<file path="src/rtl/vga_draw_arbiter_if.sv">
// Draw-port bundle between the pixel-draw clients and vga_draw_arbiter.
// master = client side (requests/pixels), slave = arbiter side (grant/VGA outputs).
interface vga_draw_arbiter_if #(
    parameter int NUM_CLIENTS = 3,
    parameter int X_W         = 9,
    parameter int Y_W         = 8,
    parameter int COLOR_W     = 3
);
    logic [NUM_CLIENTS-1:0]         req;
    logic [NUM_CLIENTS-1:0]         cl_plot;
    logic [NUM_CLIENTS*X_W-1:0]     cl_x;
    logic [NUM_CLIENTS*Y_W-1:0]     cl_y;
    logic [NUM_CLIENTS*COLOR_W-1:0] cl_color;
    logic [NUM_CLIENTS-1:0]         grant;
    logic                           plot;
    logic [X_W-1:0]                 x;
    logic [Y_W-1:0]                 y;
    logic [COLOR_W-1:0]             color;
    logic                           busy;
    logic                           timeout;

    modport master (
        output req, cl_plot, cl_x, cl_y, cl_color,
        input  grant, plot, x, y, color, busy, timeout
    );

    modport slave (
        input  req, cl_plot, cl_x, cl_y, cl_color,
        output grant, plot, x, y, color, busy, timeout
    );
endinterface

</file>
<file path="src/rtl/vga_draw_arbiter.sv">
// N-way pixel-draw arbiter with burst locking, fixed-priority or round-robin selection
// and registered VGA outputs. Define DRAW_TIMEOUT_EN to add the grant hold-time limit.
module vga_draw_arbiter #(
    parameter int NUM_CLIENTS = 3,
    parameter int X_W         = 9,
    parameter int Y_W         = 8,
    parameter int COLOR_W     = 3,
    parameter int RR_MODE     = 0,
    parameter int TIMEOUT     = 65535
) (
    input  logic                 clock_i,
    input  logic                 reset_i,
    vga_draw_arbiter_if.slave    bus
);
    localparam int IDX_W = (NUM_CLIENTS > 1) ? $clog2(NUM_CLIENTS) : 1;

    typedef enum logic {S_IDLE = 1'b0, S_OWN = 1'b1} state_t;

    state_t                 state_q;
    logic [IDX_W-1:0]       owner_q, ptr_q;
    logic [NUM_CLIENTS-1:0] grant_q;
    logic                   plot_q, busy_q, timeout_q;
    logic [X_W-1:0]         x_q;
    logic [Y_W-1:0]         y_q;
    logic [COLOR_W-1:0]     color_q;

    logic [NUM_CLIENTS-1:0] req_eff;
    logic [IDX_W-1:0]       win_idx, rr_idx, next_ptr;
    logic                   win_found;
    logic                   own_req, own_plot;
    logic [X_W-1:0]         own_x;
    logic [Y_W-1:0]         own_y;
    logic [COLOR_W-1:0]     own_color;
    logic                   force_rel, warn_tick;
    int                     rr_j;

    always_comb begin
        own_req   = bus.req[owner_q];
        own_plot  = bus.cl_plot[owner_q];
        own_x     = bus.cl_x[owner_q*X_W +: X_W];
        own_y     = bus.cl_y[owner_q*Y_W +: Y_W];
        own_color = bus.cl_color[owner_q*COLOR_W +: COLOR_W];
        next_ptr  = (owner_q == IDX_W'(NUM_CLIENTS-1)) ? '0 : owner_q + 1'b1;
    end

    // Fixed mode: last hit of the upward scan is the highest index.
    // RR mode: first hit scanning upward from the pointer with wrap.
    always_comb begin
        win_idx   = '0;
        win_found = 1'b0;
        rr_j      = 0;
        rr_idx    = '0;
        if (RR_MODE == 0) begin
            for (int i = 0; i < NUM_CLIENTS; i++) begin
                if (req_eff[i]) begin
                    win_idx   = IDX_W'(i);
                    win_found = 1'b1;
                end
            end
        end else begin
            for (int k = 0; k < NUM_CLIENTS; k++) begin
                rr_j = int'(ptr_q) + k;
                if (rr_j >= NUM_CLIENTS) rr_j = rr_j - NUM_CLIENTS;
                rr_idx = IDX_W'(rr_j);
                if (!win_found && req_eff[rr_idx]) begin
                    win_idx   = rr_idx;
                    win_found = 1'b1;
                end
            end
        end
    end

`ifdef DRAW_TIMEOUT_EN
    logic [15:0]            hold_q;
    logic [NUM_CLIENTS-1:0] mask_q;

    assign req_eff   = bus.req & ~mask_q;
    assign force_rel = (state_q == S_OWN) && own_req && (hold_q == 16'(TIMEOUT-1));
    // Pulse lands in the last OWN cycle, one edge ahead of the forced release.
    assign warn_tick = (state_q == S_OWN) && own_req && (hold_q == 16'(TIMEOUT-2));

    always_ff @(posedge clock_i or posedge reset_i) begin
        if (reset_i) begin
            hold_q <= '0;
            mask_q <= '0;
        end else begin
            hold_q <= (state_q == S_OWN) ? hold_q + 16'd1 : 16'd0;
            mask_q <= (mask_q & bus.req) |
                      (force_rel ? (NUM_CLIENTS'(1) << owner_q) : '0);
        end
    end
`else
    assign req_eff   = bus.req;
    assign force_rel = 1'b0;
    assign warn_tick = 1'b0;
`endif

    always_ff @(posedge clock_i or posedge reset_i) begin
        if (reset_i) begin
            state_q   <= S_IDLE;
            owner_q   <= '0;
            ptr_q     <= '0;
            grant_q   <= '0;
            plot_q    <= 1'b0;
            busy_q    <= 1'b0;
            timeout_q <= 1'b0;
            x_q       <= '0;
            y_q       <= '0;
            color_q   <= '0;
        end else begin
            timeout_q <= warn_tick;
            case (state_q)
                S_IDLE: begin
                    plot_q <= 1'b0;
                    if (win_found) begin
                        owner_q <= win_idx;
                        grant_q <= NUM_CLIENTS'(1) << win_idx;
                        busy_q  <= 1'b1;
                        state_q <= S_OWN;
                    end
                end
                S_OWN: begin
                    if (!own_req || force_rel) begin
                        grant_q <= '0;
                        busy_q  <= 1'b0;
                        plot_q  <= 1'b0;
                        state_q <= S_IDLE;
                        if (RR_MODE != 0) ptr_q <= next_ptr;
                    end else begin
                        plot_q <= own_plot;
                        if (own_plot) begin
                            x_q     <= own_x;
                            y_q     <= own_y;
                            color_q <= own_color;
                        end
                    end
                end
                default: state_q <= S_IDLE;
            endcase
        end
    end

    assign bus.grant   = grant_q;
    assign bus.plot    = plot_q;
    assign bus.x       = x_q;
    assign bus.y       = y_q;
    assign bus.color   = color_q;
    assign bus.busy    = busy_q;
    assign bus.timeout = timeout_q;
endmodule
</file>
<file path="src/flat_wrapper.sv">
// flat-port wrapper written by rule: the top's interface ports become plain ports
module vga_draw_arbiter_flat 
#(
    parameter int NUM_CLIENTS = 3,
    parameter int X_W         = 9,
    parameter int Y_W         = 8,
    parameter int COLOR_W     = 3,
    parameter int RR_MODE     = 0,
    parameter int TIMEOUT     = 65535
)
  (clock_i, reset_i, bus_req, bus_cl_plot, bus_cl_x, bus_cl_y, bus_cl_color, bus_grant, bus_plot, bus_x, bus_y, bus_color, bus_busy, bus_timeout);
  vga_draw_arbiter_if #(.NUM_CLIENTS(NUM_CLIENTS), .X_W(X_W), .Y_W(Y_W), .COLOR_W(COLOR_W)) bus_i ();
  input  logic clock_i;
  input  logic reset_i;
  input wire logic [$bits(bus_i.req)-1:0] bus_req;
  input wire logic [$bits(bus_i.cl_plot)-1:0] bus_cl_plot;
  input wire logic [$bits(bus_i.cl_x)-1:0] bus_cl_x;
  input wire logic [$bits(bus_i.cl_y)-1:0] bus_cl_y;
  input wire logic [$bits(bus_i.cl_color)-1:0] bus_cl_color;
  output wire logic [$bits(bus_i.grant)-1:0] bus_grant;
  output wire logic [$bits(bus_i.plot)-1:0] bus_plot;
  output wire logic [$bits(bus_i.x)-1:0] bus_x;
  output wire logic [$bits(bus_i.y)-1:0] bus_y;
  output wire logic [$bits(bus_i.color)-1:0] bus_color;
  output wire logic [$bits(bus_i.busy)-1:0] bus_busy;
  output wire logic [$bits(bus_i.timeout)-1:0] bus_timeout;
  assign bus_i.req = bus_req;
  assign bus_i.cl_plot = bus_cl_plot;
  assign bus_i.cl_x = bus_cl_x;
  assign bus_i.cl_y = bus_cl_y;
  assign bus_i.cl_color = bus_cl_color;
  assign bus_grant = bus_i.grant;
  assign bus_plot = bus_i.plot;
  assign bus_x = bus_i.x;
  assign bus_y = bus_i.y;
  assign bus_color = bus_i.color;
  assign bus_busy = bus_i.busy;
  assign bus_timeout = bus_i.timeout;
  vga_draw_arbiter #(.NUM_CLIENTS(NUM_CLIENTS), .X_W(X_W), .Y_W(Y_W), .COLOR_W(COLOR_W), .RR_MODE(RR_MODE), .TIMEOUT(TIMEOUT)) u_core (.clock_i(clock_i), .reset_i(reset_i), .bus(bus_i));
endmodule
</file>
<file path="config.mk">
export PLATFORM = sky130hd
export DESIGN_NAME = vga_draw_arbiter_flat
export DESIGN_NICKNAME = d
export VERILOG_FILES = /design/src/rtl/vga_draw_arbiter_if.sv /design/src/rtl/vga_draw_arbiter.sv /design/src/flat_wrapper.sv
export SDC_FILE = /design/constraint.sdc
export NUM_CORES = 1
export LEC_CHECK = 0
export CORE_MARGIN = 1
export CORE_UTILIZATION = 38
export DETAILED_ROUTE_END_ITERATION = 12
export PLACE_DENSITY = 0.8
export SLEW_MARGIN = 15
export SYNTH_ARGS = -nofsm -noshare
export SYNTH_HDL_FRONTEND = slang
export SYNTH_SLANG_ARGS = --single-unit
</file>
<file path="constraint.sdc">
create_clock -name clock_i -period 2.01 [get_ports clock_i]
set_input_delay 0.603 -clock clock_i [delete_from_list [all_inputs] [get_ports clock_i]]
set_output_delay 0.603 -clock clock_i [all_outputs]
set_load 0.01 [all_outputs]
</file>
# Word level (Yosys, flattened, before mapping)
# Index checks and enable logic that the tools add are counted.
# word_totals
out_inout_bits,26
inputBits,68
ff_bits,28
word_cells,41
# op_classes
n_lt_le_gt_ge,1
n_mux,20
shifts,4
mul,2
n_reduce_logical,3
eq_ne,2
bitwise_logic,1
# op_table
op,count
27-bit by 7-bit variable part select with 9-bit output,1
24-bit by 6-bit variable part select with 8-bit output,1
1-bit 2-to-1 mux,11
9-bit by 5-bit variable part select with 3-bit output,1
"2-bit by 4-bit multiplier with 6-bit output, second input constant",1
3-bit 2-to-1 mux,2
1-bit one-hot mux with 2 select lines,3
3-bit one-hot mux with 2 select lines,1
1-bit binary-select mux with 2-bit select,2
"2-bit by 2-bit multiplier with 4-bit output, second input constant",1
2-bit AND reduction,2
"2-bit by 3-bit less-than comparator with 1-bit output, second input constant",1
3-bit AND reduction,1
"1-bit by 2-bit << shifter with 3-bit output, first input constant",1
2-bit 2-to-1 mux,1
"2-bit by 1-bit != test with 1-bit output, second input constant",1
"2-bit != test, second input constant",1
1-bit NOT,1

# Logic depth before layout (Yosys ltp)
# Gate-level depths: netlist of run 1.
# depth
ltp_word,5
depth_mapped,6
depth_no_buf,4

# Worst setup path before layout of run 1
# Ideal clock, no wire load.
# synth_path
path_kind,in2reg
start,in bus_req[2]
end,reg u_core.color_q[0] (netlist: u_core.bus.color[0])
t_arrival_ps,1505
setup_ps,125
path_stages,5
setup_slack_ps,380
required_ps,1885
path_buffers,1
path_cell_list,mux2i_1 -> o2bb2ai_4 -> nand3_4 -> buf_6 -> mux2_4
# synth_via
elab_chain_len,3
# synth_rtl
item,line_no,source
start: declaration,flat_wrapper.sv:15,input wire logic [$bits(bus_i.req)-1:0] bus_req;
1-bit binary-select mux with 2-bit select,vga_draw_arbiter.sv:38,own_req = bus.req[owner_q];
1-bit 2-to-1 mux (implied by the code),vga_draw_arbiter.sv:38,
3-bit AND reduction (no line),--,
end signal: assignment,vga_draw_arbiter.sv:134,color_q <= own_color;
end: declaration,vga_draw_arbiter.sv:25,logic [COLOR_W-1:0] color_q;
# Every way passes these cells. The select of a mux whose other input is x is not followed.
# A chain may end at the register's enable or synchronous reset.

# Worst setup path after layout of run 1
# layout_path
start,in bus_cl_plot[2]
end,reg u_core.y_q[0] (netlist: u_core.bus.y[0])
# layout_via
elab_chain_len,3
# layout_rtl
item,line_no,source
start: declaration,flat_wrapper.sv:16,input wire logic [$bits(bus_i.cl_plot)-1:0] bus_cl_plot;
1-bit binary-select mux with 2-bit select,vga_draw_arbiter.sv:39,own_plot = bus.cl_plot[owner_q];
1-bit 2-to-1 mux (implied by the code),vga_draw_arbiter.sv:39,
3-bit AND reduction (no line),--,
end signal: assignment,vga_draw_arbiter.sv:133,y_q <= own_y;
end: declaration,vga_draw_arbiter.sv:24,logic [Y_W-1:0] y_q;
# Every way passes these cells. The select of a mux whose other input is x is not followed.

==> impl_results.md, run 1 <==
- Final max-slew violation count: 0
- Post-CTS sizing: 0
- CTS H-Tree Depth: 1
- Fmax achieved: 532 MHz
- Cell Area, Synth: 0.00165 mm^2
- Die area: approximately 0.0046 mm^2
- WL final: 4530 um
- Vias/cell: 4.89
- Lkg Pwr: 0.00123 uW
- Core ar.: 0.00409 mm^2
- Met2 usage: 0.337
- GRT overflow: 0
- Setup CP Type: in2reg
- Worst Path Max Fanout: 14
- DRC Markers: 0
- Inserted Clock Buffers: 3
- Hpwl dp: 3470 um
- GRT met1 Usage: 0.262
- RD Place Congestion: ~0.76
- Max VDD drop: approximately 0.00067 V
- # hold bufs at CTS: 0
- Crit path arrival time: around 2 ns
- Setup violators final: 0
- Die Y: 68.0 um
- Yosys reg bits: 28
- Post-route design area: 0.00274 mm^2
- Worst endpoint required time: 2.17 ns
- Minimum clock period: 1.88 ns
- GR Layer Usage met3: 0.0317
- Drt first-iter violations: 68
- First-pass GRT wire length: 6820 um
- YS warnings: 0
- Skew-Pair Late Insertion Delay: 0.27 ns
- Antenna violation net count after detailed routing: 0
- I/O Pins: 94
- Worst-path cell chain: clkdlybuf4s50_1, mux2i_1, o21ai_0, buf_4, nand3_4, buf_12, mux2_4
- Unrepaired setup endpoints after global routing: no
- Final cycle utilization of the critical path: 0.936
- Via count: roughly 1500
- Cells after Synth: roughly 150
- CP Capture Type: register
- FP Rows: 23
- CTS max path bufs: 2
- Clk slew on worst S/H paths: 0.09 ns
- Grt peak-use layer: met2
- Max incr delay on CP: between 0.4 and 0.5 ns
- Horiz. Die Dim: 68.0 um
- Largest net degree at the start of global routing: 29
- Initial core utilization: 0.405
- Drt wl/cell: 15.1 um
- HP Class: reg2reg
- Top delay family on crit path: buffers and inverters
- Crit path launch type: input pin
- Post-synth net total: 222
- Syn_area_per_cell: about 11 um^2
- Initial antenna violation count: 0
- Status: complete, no violations
- Vias in the first global route: about 1400
- Share of layout cells above drive strength 1: 0.151
- Power consumption: 3440 uW
- Critical path buffers and inverters: 3
- Utilization after layout: 0.671
- Ant diodes: 0
- CTS tree: done
- Number of max-cap violations: 0
- Drt pass-1 iters: 5
- PwrDens: 1260 mW/mm^2
- Final hold violations: 0
- Layout Cells excl Fill: 301
- Cell variety after synth: 21
- Setup Fix Bufs, Post-CTS: 0
- Area grow syn2layout: 65.7%
- Critical-path top delay cell: clkdlybuf4s50_1
- Clock sinks: 28
- Final nets: between 300 and 400
- Dpl cells: between 200 and 300
- Placed inst area: 0.00269 mm^2
- # port buffers: 92
- Total GRT Usage: 0.198
- Sequential area share after synthesis: 0.424
- Final Skew: 0.00503 ns
- CTS root buffer: clkbuf_8
==> synthesized netlist by cell type <==
cell type	n	area, um^2
a21oi_1	2	10.0
nand2_1	24	90.1
o21ai_0	28	140
nand3_4	1	17.5
nor4_1	2	12.5
conb_1	1	3.75
buf_6	2	22.5
nand3_1	3	15.0
and2b_1	1	7.51
buf_4	2	15.0
inv_1	3	11.3
buf_2	2	10.0
mux2_2	1	11.3
nor2b_1	2	12.5
dfrtp_1	28	701
nor2_1	4	15.0
o2bb2ai_4	1	27.5
mux2i_1	22	220
clkbuf_1	5	18.8
mux2_4	19	285
nand3b_1	1	7.51
==> layout make-up <==
cell class | instances | area (um^2)
fillers | 350 | 1350
repair buffers | 104 | 1040
multi-input cells | 112 | 876
flip-flops and latches | 28 | 701
well taps | 50 | 62.6
clock buffers | 4 | 55.1
inverters | 3 | 11.3
==> worst register-to-register path, delay by kind of cell, from the launching register on <==
family	cells	cell delay, ns
DFF	1	0.62
buffers and inverters	1	0.20
AOI/OAI and AO/OA	1	0.14
and+or+nand+nor	2	0.37
muxes	1	0.31
==> metrics by stage <==
stage	hold slack [ns]	setup WS [ns]	setup TNS [ns]
6_report	0.515	0.129	0
5_1_grt	0.530	0.0921	0
4_1_cts	0.519	0.134	0
3_5_place_dp	0.496	-0.164	-2.85
3_3_place_gp	0.490	-0.126	-2.37
2_1_floorplan	0.550	0.380	0
==> cells by family (layout without fill, tap and decap cells) <==
group | after synthesis | count (layout) | synth area share
muxes | 42 | 42 | 0.312
buffers and inverters | 14 | 111 | 0.0469
AOI/OAI and AO/OA | 31 | 31 | 0.107
DFF | 28 | 28 | 0.424
and+or+nand+nor | 38 | 38 | 0.107
other | 1 | 1 | 0.00227
==> final timing paths <==
kind / endpoint / slack [ns] / from / depth (start not counted)
worst max register to register: u_core.bus.y[0] / 0.26 / u_core.owner_q[0] / 5
min in group asynchronous: u_core.bus.y[1] / 0.70 / reset_i / 3
worst max-delay path: u_core.bus.y[0] / 0.13 / bus_cl_plot[2] / 7
worst min-delay path: u_core.bus.color[1] / 0.52 / u_core.bus.color[1] / 1
max in group asynchronous: u_core.bus.x[2] / 1.05 / reset_i / 3
worst min register to register: u_core.bus.color[1] / 0.52 / u_core.bus.color[1] / 1
==> per-layer routing <==
metal / part of all wire / vias up
li1: - / 725
met2: 0.50 / 42
met3: 0.063 / 4
met5: 0 / -
met1: 0.43 / 701
met4: 0.0057 / 0
==> cells in the final DEF, fill, tap and decap left out, drive strengths merged <==
cell type	netlist	layout
clkbuf	5	4
dfrtp	28	28
conb	1	1
nor2b	2	2
o2bb2ai	1	1
buf	6	12
a21oi	2	2
nand2	24	24
nand3b	1	1
nor4	2	2
mux2i	22	22
o21ai	28	28
inv	3	3
and2b	1	1
mux2	20	20
clkdlybuf4s50	0	92
nor2	4	4
nand3	4	4
==> report_power, final <==
| part | switching (uW) | total (uW) | leakage, uW | internal (uW) |
|---|---|---|---|---|
| logic | 788 | 2030 | 0.000855 | 1250 |
| clock network | 174 | 349 | 0.0000288 | 175 |
| registers | 231 | 1060 | 0.000346 | 828 |
==> flip-flops by register name, summed over array words and instances, names as in the netlist <==
register and count:
u_core.bus.x 9, u_core.state_q 1, u_core.owner_q 2, u_core.bus.busy 1, u_core.bus.y 8, u_core.bus.color 3, u_core.bus.plot 1, u_core.bus.grant 3
No activity file was read; power rests on OpenSTA's default activity.
==> run 2, diff against run 1 <==
Settings changed: CORE_UTILIZATION 38 to 39, CTS_BUF_LIST set to sky130_fd_sc_hd__clkbuf_8, PLACE_DENSITY 0.8 to 0.82.
==> run 2 against run 1 <==
  * Sequential share of layout area grew 0.25 points
  * Register-to-register slack gained 0.09 ns
  * Total power shrank 2.9%
  * Combinational power is essentially flat
  * Critical path depth shrank 1
  * First-iteration DRC count shrank 47%
  * Via count grew 0.75%
  * Largest cell class unchanged
  * Sequential power is essentially flat
  * Critical path type unchanged
==> impl_results.md, run 2 (same netlist as run 1, synthesis figures left out) <==
- Clk slew on worst S/H paths: 0.09 ns (about the same)
- Internal Power: 2190 uW (-2.7%)
- CP Capture Type: register
- Hold_ws: 0.514 ns (-0.00138 ns)
- PwrDens: 1230 mW/mm^2 (-2.0%)
- RD Place Congestion: 0.777 (+2.5%)
- Setup Fix Bufs, Post-CTS: 0 (unchanged)
- Top delay family on crit path: buffers and inverters
- Reg area: 701 um^2 (unchanged)
- Hpwl dp: 3210 um (-7.7%)
- Fmax achieved: 534 MHz (+0.49%)
- Critical path startpoint: bus_req[2]
- Hold path start: u_core.bus.x[1]
- Setup CP Type: in2reg
- Area occupied by multi-input gates: 876 um^2 (unchanged)
- Part of the power in registers: 0.310 (+0.002)
- CTS tree: done
- Drt first-iter violations: 36 (-47%)
- Setup violators final: 0 (unchanged)
- Worst endpoint required time: 2.17 ns (about the same)
- Unrepaired setup endpoints after global routing: no
- WL final: 4200 um (-7.4%)
- Register-to-Register Path Depth: 5 (unchanged)
- FP Rows: 23 (unchanged)
- Filler cell count: 331 (-5.4%)
- Final cycle utilization of the critical path: 0.931 (-0.00455)
- Crit path arrival time: 2.03 ns (about the same)
- CTS root buffer: clkbuf_8
- GRT met1 Usage: 0.245 (-0.0170)
- Crit path launch type: input pin
- Final nets: 320 (unchanged)
- First-pass GRT wire length: 6400 um (-6.2%)
- Die Y: 67.1 um (-1.3%)
- Worst Path Max Fanout: 6 (-8)
- I/O Pins: 94 (unchanged)
- Final Skew: 0.00189 ns (-0.00315 ns)
- Switching Share: 0.345 (-0.00105)
- Status: complete, no violations
- Vias/cell: 4.94 (+1.1%)
- Die area: 0.00451 mm^2 (-2.5%)
- Vias in the first global route: 1364 (-5.5%)
- Clock sinks: 28 (unchanged)
- Fin worst setup slack: 0.138 ns (+0.00915 ns)
- Final max-slew violation count: 0 (unchanged)
- Max reg flops: 9 (unchanged)
- # port buffers: 92 (unchanged)
- # hold bufs at CTS: 0 (unchanged)
- GRT overflow: 0 (unchanged)
- Horiz. Die Dim: 67.1 um (-1.3%)
- Final hold violations: 0 (unchanged)
- Post-CTS sizing: 0 (unchanged)
- Core ar.: 0.00403 mm^2 (-1.4%)
- Logic pwr share: 0.601 (+0.010)
- DRC Markers: 0 (unchanged)
- Ant diodes: 0 (unchanged)
- CTS H-Tree Depth: 1 (unchanged)
- Met2 usage: 0.328 (-0.00951)
- Worst path depth: 6 (-1)
- Antenna violation net count after detailed routing: 0 (unchanged)
- Max VDD drop: 0.000711 V (+5.9%)
- Drt pass-1 iters: 4 (-1)
- Minimum clock period: 1.87 ns (-0.00915 ns)
- Initial core utilization: 0.411 (+0.00578)
- Total GRT Usage: 0.191 (-0.00674)
- Commonest non-fill, non-tap cell in the layout: clkdlybuf4s50_1
- Share of layout cells above drive strength 1: 0.148 (-0.00339)
- Critical-path top delay cell: clkdlybuf4s50_1
- Skew-Pair Late Insertion Delay: 0.27 ns (about the same)
- Hold Path Depth: 1 (unchanged)
- Placed inst area: 0.00267 mm^2 (-0.47%)
- Utilization after layout: 0.674 (+0.00306)
- Critical path buffers and inverters: 2 (-1)
- Worst-path cell chain: clkdlybuf4s50_1, mux2i_1, o2bb2ai_4, nand3_4, buf_4, mux2_4
- Inserted Clock Buffers: 3 (unchanged)
- Initial antenna violation count: 0 (unchanged)
- Area grow syn2layout: 64.1%
- Max incr delay on CP: 0.42 ns (-0.04 ns)
- Most frequent cells in the layout: clkdlybuf4s50_1 (92), o21ai_0 (28), dfrtp_1 (28)
- Critical R2R Launch: u_core.owner_q[1]
- GR Layer Usage met3: 0.0308 (-0.000845)
- Lkg Pwr: 0.00122 uW (-1.1%)
- Psw: 1150 uW (-3.2%)
- Clock power share: 0.088 (-0.013)
- CTS max path bufs: 2 (unchanged)
- Grt peak-use layer: met2
- Via count: 1483 (+0.75%)
- Dpl cells: 297 (unchanged)
- Number of max-cap violations: 0 (unchanged)
- HP Class: reg2reg
- Layout Cells excl Fill: 300 (-0.33%)
- Drt wl/cell: 14.0 um (-7.1%)
- Largest net degree at the start of global routing: 29 (unchanged)
- DP Worst Slack: -0.137 ns (+0.0272 ns)
- Post-route design area: 0.00272 mm^2 (-0.96%)
==> run 2: cell types whose count changed in the layout (fill, tap and decap cells not counted), sizes merged <==
cell,delta
clkbuf,-1
==> run 2: worst register-to-register path, cell delays in order (launching register included) <==
cell and delay (ns):
dfrtp_1 0.47, mux2i_1 0.36, o2bb2ai_4 0.12, nand3_4 0.11, buf_4 0.18, mux2_4 0.31
==> run 2: layout make-up <==
| type | count | share of cell area |
|---|---|---|
| Inverter | 3 | 0.00415 |
| Timing Repair Buffer | 104 | 0.377 |
| Tap cell | 50 | 0.0230 |
| Sequential cell | 28 | 0.258 |
| Multi-Input combinational cell | 112 | 0.323 |
| Clock buffer | 3 | 0.0152 |
==> run 2: per-stage QoR <==
stage | power [uW] | setup TNS [ns]
after global placement | 3020 | -1.82
after floorplan | 2190 | 0
final | 3340 | 0
after global routing | 3550 | 0
after CTS | 3370 | 0
after detailed placement | 3070 | -2.38
==> run 2: per-layer routing <==
metal,share of wire,wire length [um]
met5,0,0
met2,0.49,2070
met1,0.43,1800
met4,0.0086,36
met3,0.069,288
==> run 2: path summary, 6_finish.rpt <==
path	to	slack (ns)
max	u_core.bus.y[7]	0.14
max reg2reg	u_core.bus.y[7]	0.35
min	u_core.bus.x[1]	0.51
min in group asynchronous	u_core.bus.x[7]	0.69
max in group asynchronous	u_core.bus.y[1]	1.06
min reg2reg	u_core.bus.x[1]	0.51
==> run 2: power groups by stage <==
stage          Combinational (uW)  Sequential (uW)  Clock, uW
5_1_grt                      2150             1080        320
3_3_place_gp                 1990             1030          0
4_1_cts                      2030             1030        300
6_report                     2010             1040        295
3_5_place_dp                 2020             1040          0
2_1_floorplan                1100             1100          0
